--- src/rtl/cla_32.sv ---
// cla_32: 32-bit two-level carry-lookahead adder with registered sum, carry-out and signed overflow.
module cla_32 (
  input  logic        clk,
  input  logic        rst,
  input  logic [31:0] a,
  input  logic [31:0] b,
  input  logic        cin,
  input  logic        in_valid,
  output logic [31:0] sum,
  output logic        cout,
  output logic        overflow,
  output logic        out_valid
);
  logic [31:0] g, p, c, sum_d, sum_q;
  logic [7:0]  gg, gp;
  logic [8:0]  cg;
  logic        t, cout_q, overflow_q, out_valid_q;
  always_comb begin
    g = a & b;
    p = a ^ b;
    t = 1'b0;
    for (int k = 0; k < 8; k++) begin
      gg[k] = g[4*k+3] | (p[4*k+3] & g[4*k+2]) | (p[4*k+3] & p[4*k+2] & g[4*k+1])
            | (p[4*k+3] & p[4*k+2] & p[4*k+1] & g[4*k]);
      gp[k] = &p[4*k +: 4];
    end
    // Each group carry is an independent sum of products over lower groups, not a chain.
    cg[0] = cin;
    for (int k = 0; k < 8; k++) begin
      cg[k+1] = cin;
      for (int m = 0; m <= k; m++) cg[k+1] = cg[k+1] & gp[m];
      for (int j = 0; j <= k; j++) begin
        t = gg[j];
        for (int m = j + 1; m <= k; m++) t = t & gp[m];
        cg[k+1] = cg[k+1] | t;
      end
    end
    for (int k = 0; k < 8; k++) begin
      c[4*k]   = cg[k];
      c[4*k+1] = g[4*k] | (p[4*k] & cg[k]);
      c[4*k+2] = g[4*k+1] | (p[4*k+1] & g[4*k]) | (p[4*k+1] & p[4*k] & cg[k]);
      c[4*k+3] = g[4*k+2] | (p[4*k+2] & g[4*k+1]) | (p[4*k+2] & p[4*k+1] & g[4*k])
               | (p[4*k+2] & p[4*k+1] & p[4*k] & cg[k]);
    end
    sum_d = p ^ c;
  end
  always_ff @(posedge clk or posedge rst) begin
    if (rst) begin
      sum_q       <= 32'h0;
      cout_q      <= 1'b0;
      overflow_q  <= 1'b0;
      out_valid_q <= 1'b0;
    end else begin
      sum_q       <= sum_d;
      cout_q      <= cg[8];
      overflow_q  <= c[31] ^ cg[8];
      out_valid_q <= in_valid;
    end
  end
  assign sum       = sum_q;
  assign cout      = cout_q;
  assign overflow  = overflow_q;
  assign out_valid = out_valid_q;
endmodule

--- config.mk ---
export PLATFORM = sky130hd
export DESIGN_NAME = cla_32
export DESIGN_NICKNAME = d
export VERILOG_FILES = /design/src/rtl/cla_32.sv
export SDC_FILE = /design/constraint.sdc
export NUM_CORES = 1
export LEC_CHECK = 0
export BUFFER_PORTS_ARGS = -buffer_cell sky130_fd_sc_hd__buf_2
export CAP_MARGIN = 40
export CORE_ASPECT_RATIO = 0.6
export CORE_MARGIN = 10
export CORE_UTILIZATION = 48
export DETAILED_ROUTE_END_ITERATION = 10
export GPL_TIMING_DRIVEN = 0
export PLACE_DENSITY = 0.81
export SLEW_MARGIN = 15
export SYNTH_ARGS = -nofsm -noshare
export SYNTH_HDL_FRONTEND = slang
export SYNTH_SLANG_ARGS = --single-unit
--- constraint.sdc ---
create_clock -name clk -period 1.25 [get_ports clk]
set_input_delay 0.3125 -clock clk [delete_from_list [all_inputs] [get_ports clk]]
set_output_delay 0.3125 -clock clk [all_outputs]
set_load 0.03 [all_outputs]
* Word-level counts from Yosys, hierarchy flattened
Cells that the tools add are included.
Operators by class: reduce and logical (&&, ||, !) cells 8, bitwise logic cells 260
Operators by type and width (number):
- AND 1 bit | 148
- OR 1 bit | 108
- bitwise XOR 32 bit | 2
- AND 32 bit | 1
- AND reduction 4 bit | 8
- bitwise XOR 1 bit | 1
Word-level totals: output and inout port bits 35, register bits after elaboration 35, logic and storage cells 272, input port bits 68

* Longest topological paths before layout
depth in word-level cells 21, mapped depth 10, gate-level depth less buffers 9

* Worst setup path after synthesis
OpenSTA, ideal clock, no wires.
path kind input port to flip-flop, from input a[18], to register sum_q[29], in the netlist sum[29], required time 1.121 ns, arrival time 2.464 ns, slack -1.343 ns, path buffers 1, cell stages on the path 10, path through ha_1 buf_6 nand4_2 nor2_2 a221oi_2 nand3_1 a221o_1 a31o_1 fa_1 xor2_1
Between the ends: longest elaborated chain between the ends 15
Ends and longest elaborated chain:
- start: declaration | line 5 | input logic [31:0] a,
- bitwise XOR 32 bit | line 20 | p = a ^ b;
- AND reduction 4 bit | line 25 | gp[k] = &p[4*k +: 4];
- AND 1 bit (on tied branches) (3 in series) | line 31, 34
- OR 1 bit (4 in series) | line 35 | cg[k+1] = cg[k+1] | t;
- OR 1 bit (*) (3 in series) | line 35
- AND 1 bit (*) | line 40 | c[4*k+1] = g[4*k] | (p[4*k] & cg[k]);
- OR 1 bit (*) | line 40
- bitwise XOR 32 bit (*) | line 45 | sum_d = p ^ c;
- via sum_d[29] | line 14 | logic [31:0] g, p, c, sum_d, sum_q;
- end signal: assignment | line 54 | sum_q <= sum_d;
- end: declaration | line 14
The timed path passes the listed nets; every way through them passes the cells marked *.

* Worst setup path after layout
from input a[11], to register overflow_q, in the netlist overflow
Between the ends: longest elaborated chain between the ends 17
Ends and longest elaborated chain:
- bitwise XOR 32 bit | line 20
- AND reduction 4 bit, or another cell as far along | line 25
- AND 1 bit, or another cell as far along (3 in series) | line 31 | for (int m = 0; m <= k; m++) cg[k+1] = cg[k+1] & gp[m];
- AND 1 bit (on tied branches) (2 in series) | line 31, 34
- OR 1 bit, or another cell as far along | line 35
- OR 1 bit or AND 1 bit (tied branches) (2 in series) | line 35, 34
- OR 1 bit (4 in series) | line 35
- AND 1 bit or OR 1 bit (tied branches) | line 43, 35
- OR 1 bit (on tied branches) | line 43, 35
- bitwise XOR 1 bit (*) | line 56 | overflow_q <= c[31] ^ cg[8];
- end signal: assignment | line 56
- end: declaration | line 17 | logic t, cout_q, overflow_q, out_valid_q;
Every way passes the cells marked *; elsewhere a longest branch is shown, timed or not.

==> out/results.txt <==
total CTS buffers: 5
worst min-delay path startpoint: in_valid
nets: 460
H-tree depth: 2
Worst Path Max Fanout: 4
CTS Buffer Depth: 2
Die Span X: 110 um
FP Rows: 19
Tmin final: 2.41 ns
Synthesized Nets: 325
#FFs+latches synth: 35
library cells used by synthesis: 40
CTS Hold Buffers Added: 0
Comb power frac: 0.480
part of the Yosys area used for sequential elements: 0.375
final instance area: 0.00380 sq mm
pwr/cell area: 1140 mW/mm^2
DRC: 0
most common cell after layout, fill and taps aside: buf_2
Worst Setup Start Kind: input port
status: complete, but fails checks
Max Cap Viol: 0
worst slew pin tran: 0.736 ns
Hold Slack: 0.135 ns
Core ar.: 0.00464 sq mm
Synth area leader: dfrtp_1
Antenna Nets Post-Route: 0
post-synthesis cell area: 0.00234 sq mm
ranking of synthesized cells by area: dfrtp_1 (37%), ha_1 (17%), fa_1 (6.9%), xnor2_1 (4.5%), a21oi_1 (4.3%)
Critical Path RT: 1.43 ns
placer congestion estimate: 0.789
Die ar.: 0.00815 sq mm
CTS root buf: clkbuf_8
via count: 2159
most frequent cells in the layout: buf_2 (91), dfrtp_1 (35), buf_4 (25), ha_4 (20), buf_6 (13)
Setup CP Type: input port to flip-flop
clock sinks: 35
clock share of power: 0.193
warning count from the yosys run: 0
Worst setup EP type: flip-flop
Psw: 0.00172 W
class of the worst hold path: input port to flip-flop
IO Port Bufs: 102
hold depth: 1
cell internal pwr: 0.00260 W
Boundary Pins: 103
HPWL after detailed placement: 5600 um
area delta synth->final: 62.6%
Hold Path End: out_valid$_DFF_PP0_
Iter 0 DRT Violations: 49
post-synthesis mux area share: 0.00911
Final period util: 1.93
Worst VDD drop: 592 uV
cell count after synthesis: 217
Simple-Gate Fraction of Synth Area: 0.115
Initial Util: 0.504
WL final: 7410 um
Yosys top cell area share: 0.375
RSZ-0062 raised after global routing: yes
largest family of logic cells by synthesized area: adder cells
Primary FF master, synth: dfrtp_1
global-route wire length before repair: 11400 um
placed cell areas: 0.00325 sq mm
Post-synth EDFFs: 0
fin. max-slew vios: 0
f_max: 415 MHz
Post-Synth Adder-Cell Area: 0.240
gr ovfl total: 0
largest net degree at the start of global routing: 36
relative slew slack: 0.509
drt pass-1 iters: 4
initial antenna violation count: 0
Synth Area in XOR/XNOR: 0.0787
wire per inst: 17.8 um
Final setup viols: 30
Reg clk slew, reported paths: 0.08 ns
vias in the first global route: 2333
layout cells sized above 1: 0.601
CTS tree: built
post-synthesis compound-gate area fraction: 0.153
chip height: 74.0 um
switching share of total power: 0.398
failing checks: negative setup slack
Antenna diodes: 0
worst setup path start: a[11]
total track usage: 0.175
vias per inst: 5.19
Lkg Pwr: 1.78 nW
Final Hold Fails: 0
ys async rst share: 1.00
setup slack after layout: -1.16 ns
syn_area_per_cell: 10.8 sq um
Sequential Power Share: 0.327
crit path DAT: 2.59 ns
## synth_stat cells, types with 8 or more instances
library cell,n
a21o_1,11
nor2_1,10
fa_1,8
nand3_1,9
dfrtp_1,35
xor2_1,9
xnor2_1,12
inv_1,12
nand2_1,10
a21oi_1,20
ha_1,32
## state kept, by name, summed over array words and instances, names as in the netlist
register,flops
sum,32
overflow,1
cout,1
out_valid,1
## area by class of cell
class / instances / area [sq um]
timing repair buffer: 130 / 805
sequential: 35 / 876
tap: 63 / 78.8
multi-input combinational: 168 / 1910
clock inverter: 3 / 20.0
clock buffer: 5 / 68.8
inverter: 12 / 45.0
fill: 267 / 837
## metrics by stage
step,total power [W],TNS [ns],worst slack (ns),instances,utilization
6_report,0.00432,-21.43,-1.16,416,0.819
5_1_grt,0.00455,-23.57,-1.21,416,0.819
4_1_cts,0.00425,-20.78,-1.09,418,0.796
3_5_place_dp,0.00324,-28.72,-1.59,382,0.701
3_3_place_gp,0.00319,-40.23,-1.57,382,0.701
2_1_floorplan,0.00266,-19.26,-1.23,217,-
## logic make-up after synthesis
family	Yosys count
compound gates	54
xor+xnor	21
fa+ha+maj	40
buf+inv	14
flops	35
mux	2
simple gates	51
## layer usage
| layer | global-route usage | share of wire |
|---|---|---|
| met1 | 0.207 | 0.41 |
| met2 | 0.298 | 0.48 |
| met3 | 0.0638 | 0.095 |
| met4 | 0.0388 | 0.0072 |
| met5 | 0 | 0 |
## worst max-delay path by stage
stage,cells after the start,end,slack (ns)
2_1_floorplan,10,overflow$_DFF_PP0_,-1.23
3_3_place_gp,10,overflow$_DFF_PP0_,-1.57
3_5_place_dp,10,overflow$_DFF_PP0_,-1.59
4_1_cts,10,overflow$_DFF_PP0_,-1.09
5_1_grt,10,overflow$_DFF_PP0_,-1.21
6_report,10,overflow$_DFF_PP0_,-1.16
## power groups by stage
stage,sequential (W),combinational [W],clock (W)
floorplan,0.00193,0.000730,0
CTS,0.00141,0.00199,0.000846
detailed placement,0.00143,0.00181,0
finish,0.00141,0.00207,0.000833
global placement,0.00143,0.00176,0
global route,0.00143,0.00224,0.000884
## worst max-delay path, cell delays in order
cell and delay [ns]:
buf_6 0.10, ha_4 0.25, a21oi_4 0.14, o21ai_2 0.09, a221oi_2 0.32, nand3_1 0.13
a221o_2 0.45, a31o_4 0.25, a211oi_2 0.22, mux2_4 0.32
## repair_timing
item                       4_1_cts  5_1_grt
pin swaps                       34       20
resized for setup               35       20
hold endpoints to repair         0        0
setup endpoints to repair       30       31
setup buffers                   31        6
No activity file was read; power rests on OpenSTA's default activity.
